## config.mk

```make
export PLATFORM = sky130hd
export DESIGN_NAME = priority_encoder
export DESIGN_NICKNAME = d
export VERILOG_FILES = /design/src/rtl/priority_encoder_pkg.sv /design/src/rtl/penc_core.sv /design/src/rtl/priority_encoder.sv
export SDC_FILE = /design/constraint.sdc
export NUM_CORES = 1
export LEC_CHECK = 0
export ABC_AREA = 1
export ABC_CLOCK_PERIOD_IN_PS = 1550
export CAP_MARGIN = 20
export CORE_AREA = 8 8 45 47
export CTS_CLUSTER_DIAMETER = 120
export CTS_CLUSTER_SIZE = 24
export DETAILED_ROUTE_END_ITERATION = 12
export DIE_AREA = 0 0 53 55
export PLACE_DENSITY = 0.38
export SYNTH_ARGS = -nofsm -noshare
export SYNTH_HDL_FRONTEND = slang
export SYNTH_SLANG_ARGS = --single-unit
```

## constraint.sdc

```tcl
create_clock -name clk -period 1.55 [get_ports clk]
set_input_delay 0.31 -clock clk [delete_from_list [all_inputs] [get_ports clk]]
set_output_delay 0.31 -clock clk [all_outputs]
set_load 0.03 [all_outputs]
```

## src/rtl/priority_encoder_pkg.sv

```systemverilog
// Shared constants and the reference highest-set-bit search for the priority encoder.
package priority_encoder_pkg;

   localparam int unsigned DefaultWidth = 4;
   localparam int unsigned MaxWidth     = 64;
   localparam int unsigned MaxIdxW      = 6;

   typedef struct packed {
      logic [MaxIdxW-1:0] idx;
      logic               valid;
   } penc_res_t;

   // Later (higher) set bits overwrite earlier ones, so the top set bit wins.
   function automatic penc_res_t highest_set(input logic [MaxWidth-1:0] vec);
      penc_res_t res;
      res.idx   = '0;
      res.valid = 1'b0;
      for (int i = 0; i < int'(MaxWidth); i++) begin
         if (vec[i]) begin
            res.idx   = MaxIdxW'(i);
            res.valid = 1'b1;
         end
      end
      return res;
   endfunction

endpackage

```

## src/rtl/penc_core.sv

```systemverilog
// Purely combinational priority encoder: highest set index, any/multi flags and one-hot grant.
module penc_core
   import priority_encoder_pkg::*;
#(
   parameter int unsigned WIDTH = DefaultWidth,
   parameter int unsigned YW    = $clog2(WIDTH)
) (
   input  logic [WIDTH-1:0] S,
   output logic [YW-1:0]    idx,
   output logic             any,
   output logic             multi,
   output logic [WIDTH-1:0] onehot
);

   penc_res_t res;

   always_comb begin
      res    = highest_set(MaxWidth'(S));
      idx    = YW'(res.idx);
      any    = res.valid;
      // Clearing the lowest set bit leaves something only if two or more were set.
      multi  = (S & (S - WIDTH'(1))) != '0;
      onehot = res.valid ? (WIDTH'(1) << idx) : '0;
   end

endmodule

```

## src/rtl/priority_encoder.sv

```systemverilog
// Registered priority encoder: enable-gated output flops around penc_core.
// Define PRIORITY_ENCODER_ONEHOT_EN to add the registered one-hot grant output G.
module priority_encoder
   import priority_encoder_pkg::*;
#(
   parameter int unsigned WIDTH = DefaultWidth,
   parameter int unsigned YW    = $clog2(WIDTH)
) (
   input  logic             clk,
   input  logic             rst_n,
   input  logic             en,
   input  logic [WIDTH-1:0] S,
   output logic [YW-1:0]    Y,
   output logic             V,
   output logic             M
`ifdef PRIORITY_ENCODER_ONEHOT_EN
   ,
   output logic [WIDTH-1:0] G
`endif
);

   logic [YW-1:0]    idx_w;
   logic             any_w;
   logic             multi_w;
   logic [WIDTH-1:0] onehot_w;

   logic [YW-1:0] y_d, y_q;
   logic          v_d, v_q;
   logic          m_d, m_q;

   penc_core #(
      .WIDTH (WIDTH),
      .YW    (YW)
   ) u_core (
      .S      (S),
      .idx    (idx_w),
      .any    (any_w),
      .multi  (multi_w),
      .onehot (onehot_w)
   );

   always_comb begin
      y_d = y_q;
      v_d = v_q;
      m_d = m_q;
      if (en) begin
         y_d = any_w ? idx_w : '0;
         v_d = |onehot_w;
         m_d = multi_w;
      end
   end

   always_ff @(posedge clk or negedge rst_n) begin
      if (!rst_n) begin
         y_q <= '0;
         v_q <= 1'b0;
         m_q <= 1'b0;
      end else begin
         y_q <= y_d;
         v_q <= v_d;
         m_q <= m_d;
      end
   end

   assign Y = y_q;
   assign V = v_q;
   assign M = m_q;

`ifdef PRIORITY_ENCODER_ONEHOT_EN
   logic [WIDTH-1:0] g_d, g_q;

   always_comb begin
      g_d = g_q;
      if (en) begin
         g_d = onehot_w;
      end
   end

   always_ff @(posedge clk or negedge rst_n) begin
      if (!rst_n) begin
         g_q <= '0;
      end else begin
         g_q <= g_d;
      end
   end

   assign G = g_q;
`endif

endmodule

```

After elaboration in Yosys (flattened, before gate mapping). Cells that the tools add are included.

Output and inout bits: 4. Input bits: 7. Logic and storage cells: 14. Register bits after elaboration: 4.

Bitwise logic cells: 1. Shift-type cells: 1. Add/sub/neg operators: 1. Multiplexer cells: 6. Reduce and logical (&&, ||, !) cells: 2.

Operators with widths (number): 3-bit two-way mux (2); 4-bit AND (1); 2-bit two-way mux (2); 4-bit two-way mux (1); 4-bit nonzero test (1); 4-bit OR reduction (1); 1-bit by 2-bit left shift with 4-bit output, first input constant (1); 4-bit by 1-bit subtractor with 4-bit output, second input constant (1); 1-bit two-way mux (1).

Longest topological paths before layout.
Depth after elaboration: 7. Gate-level depth with buffers: 4.

Modules after synthesis. Synthesis repeated with hierarchy kept, for this count alone.

Cells, all modules: 41. Area total of the unflattened synthesis: 262.8 µm².

By module, submodules not included: priority_encoder (area each 162.7 µm², sequential area each 100.1 µm², cells an instance 20, instances 1); penc_core (area each 100.1 µm², sequential area each 0.0 µm², cells an instance 21, instances 1).

Worst setup path after synthesis. OpenSTA, ideal clock, no wires.

Path kind: register to register. Start: register, netlist name V. End: register v_q, in the netlist V. Stages on the path, launching flop included: 4. Setup time: 113 ps. Required time: 1437 ps. Setup slack: 646 ps. Buffers on the path: 0. Arrival time: 791 ps. Cells stage by stage: dfrtp_1 > or2_1 > nand2_1 > inv_1.

RTL lines: end signal: assignment (RTL line priority_encoder.sv:60) `v_q <= v_d;`; end: declaration (RTL line priority_encoder.sv:28) `logic v_d, v_q;`.

Worst setup path after layout.
Start: register y_q[0], in the netlist Y[0]. End: output Y[0].

RTL lines: start: declaration (RTL line priority_encoder.sv:27) `logic [YW-1:0] y_d, y_q;`; start signal: assignment (RTL line priority_encoder.sv:59) `y_q <= y_d;`; end: declaration (RTL line priority_encoder.sv:13) `output logic [YW-1:0] Y,`.

No word-level cell between the ends.

==> results.txt <==
Via count - 193
Cell Pwr Density - 963 nW/um^2
Area growth syn-to-layout - 72.8%
Pre-antenna DRT Iters - 2
Synth area leaders - dfrtp_1 (53%), nand2_1 (18%), inv_1 (6.0%)
CP Max Fanout - 2
Vias/cell - 3.57
RR Startpoint - V
Slew HR - 0.794
Setup Skew - 0 ps
Global Route met3 Usage - 0.0588
Adder-Cell Fraction of Synth Area - 0
Setup Total Neg Slack - 0 ps
Crit-path cells - dlygate4sd2_1
Layout cell share with drive strength beyond 1 - 0.105
Post-synthesis async set-or-reset flop share - 1.00
R2r setup slk - 780 ps
Register area share after synthesis - 0.530
Die width - 53 um
Nets - 47
Largest net degree at the start of global routing - 6
Register area - 100 um^2
GR Overflow Total - 0
Post-synthesis register bit count - 4
Synth area leader - dfrtp_1
Post-Synth XOR/XNOR Area - 0
Total Wirelength - 526 um
Crit Reg-Reg Endpoint - V
RSZ-0062 raised after global routing - false
N_diodes - 0
Mux share of post-synthesis cell area - 0
First-pass GRT wire length - 828 um
Area after DPL - 309 um^2
CTS Buf Count - 3
Crit path time final - 1290 ps
Hold Path Class - input pin to async pin
Setup violations, final - 0
Synth top area share - 0.530
Synth Flop Type - dfrtp_1
Tcrit/Tclk final - 0.830
Final GP Congestion - 0.635
Worst Tran Pin Value - 311 ps
Initial antenna violation count - 0
Utilization after layout - 0.236
Leakage - 0.149 nW
DRT iter0 DRCs - 7
Boundary pin count - 11
Post-synth EDFFs - 0
Most numerous cell in the Yosys netlist - nand2_1
Placed cells - 51
Synth cell types - 9
CP max stage cell - dlygate4sd2_1
Met1 Usage GRT - 0.0490
Crit path max-delay family - buffers and inverters
Busiest grt layer - met3
Mapped Avg Cell Area - 7.56 um^2
GRT Resource Usage Total - 0.0438
Syn Inst Count - 25
HPWL Detailed - 409 um
Worst Setup Path Type - flip-flop to output port
Post-synthesis cell area - 189 um^2
GR Layer Usage met2 - 0.0332
Hold_buf cts - 0
Worst-path clk slew - 40 ps
Area occupied by multi-input gates - 77.6 um^2
Fillers - 153
Core Rows - 14
Core footprint - 1380 um^2
Root Driver - clkbuf_4
Final hold violations - 0
Max Slew Vio Count - 0
Worst Setup Start Kind - flip-flop
ANT nets after route - 0
Critical path endpoint category - output port
CP arrival - 980 ps
Fmax achieved - 778 MHz
Post-route cell area - 327 um^2
Wire length per cell - 9.74 um
Max-cap violations - 0
CP max stage delay - 400 ps
H-tree levels - 1
Die area - 2920 um^2
Outcome - completed
Synth Warn # - 0
Post-CTS setup buffer count - 0
Fin cells - 54
Drt drc - 0
Initial Util - 0.137
Synth Area in Compound Gates - 0.0530
TritonCTS clock tree - yes
Buffers on Ports - 10
Vias in the first global route - 193
Clk sinks - 4
Synthesized net count - 32
DIE HEIGHT - 55 um
Most common library cells after synthesis - nand2_1 (9), dfrtp_1 (4), inv_1 (3), nor2_1 (3), nand3_1 (2)
Largest family of logic cells by synthesized area - simple AND/OR/NAND/NOR gates
Worst vdd ir - 0.389 mV
Deepest clock path buffer count - 2
Clock Latency Late Sink - 230 ps
Worst Path Required - 1240 ps
Synth Area in Simple Gates - 0.358
Crit path buf inv count - 1
Cells on worst reg2reg path - 3
-- state kept, by name, summed over array words and instances (netlist names) --
name	cells
M	1
V	1
Y	2
-- timing repair --
action	CTS	global route
gates resized for setup	4	0
setup endpoints to repair	4	0
endpoints found under the hold margin	0	0
-- routing by layer --
layer / part of all wire / vias to the layer above
li1: - / 103
met1: 0.49 / 75
met2: 0.25 / 13
met3: 0.24 / 2
met4: 0.013 / 0
met5: 0 / -
-- how the worst max path moves through the flow --
stage / from / to / cells after the start
after floorplan: V / V / 3
after global routing: Y[0] / Y[0] / 1
final: Y[0] / Y[0] / 1
after detailed placement: Y[1] / Y[1] / 1
after global placement: Y[1] / Y[1] / 1
after CTS: Y[1] / Y[1] / 1
-- layout by cell type (no fill, tap or decap) --
| master | count |
|---|---|
| a21oi_1 | 1 |
| nor2_2 | 1 |
| inv_1 | 3 |
| nand3_1 | 2 |
| or2_1 | 1 |
| nor2_1 | 3 |
| clkbuf_4 | 3 |
| dlygate4sd2_1 | 4 |
| nand2_1 | 9 |
| dfrtp_1 | 4 |
| clkdlybuf4s50_1 | 6 |
| o21ai_1 | 1 |
-- kinds of logic (layout without fill, tap and decap cells) --
| family | Yosys count | after routing |
|---|---|---|
| buf+inv | 3 | 16 |
| flops | 4 | 4 |
| simple gates | 16 | 16 |
| compound gates | 2 | 2 |
-- metrics by stage --
step / hold slack (ps) / setup WS, ps / total power, mW
finish: 275 / 264 / 0.314
global route: 265 / 212 / 0.340
CTS: 276 / 255 / 0.321
detailed placement: 484 / 235 / 0.194
global placement: 470 / 239 / 0.194
floorplan: 14.4 / 646 / 0.152
-- power by group --
group,switching (mW),internal (mW)
clock,0.0424,0.0866
combinational,0.0393,0.0286
sequential,0.00377,0.114
-- area by class of cell --
| class | count | area share |
|---|---|---|
| sequential | 4 | 0.307 |
| timing repair buffer | 10 | 0.291 |
| clock buffer | 3 | 0.0690 |
| tap | 16 | 0.0613 |
| multi-input combinational | 18 | 0.238 |
| inverter | 3 | 0.0345 |
Power figures use the tool's default switching activity.
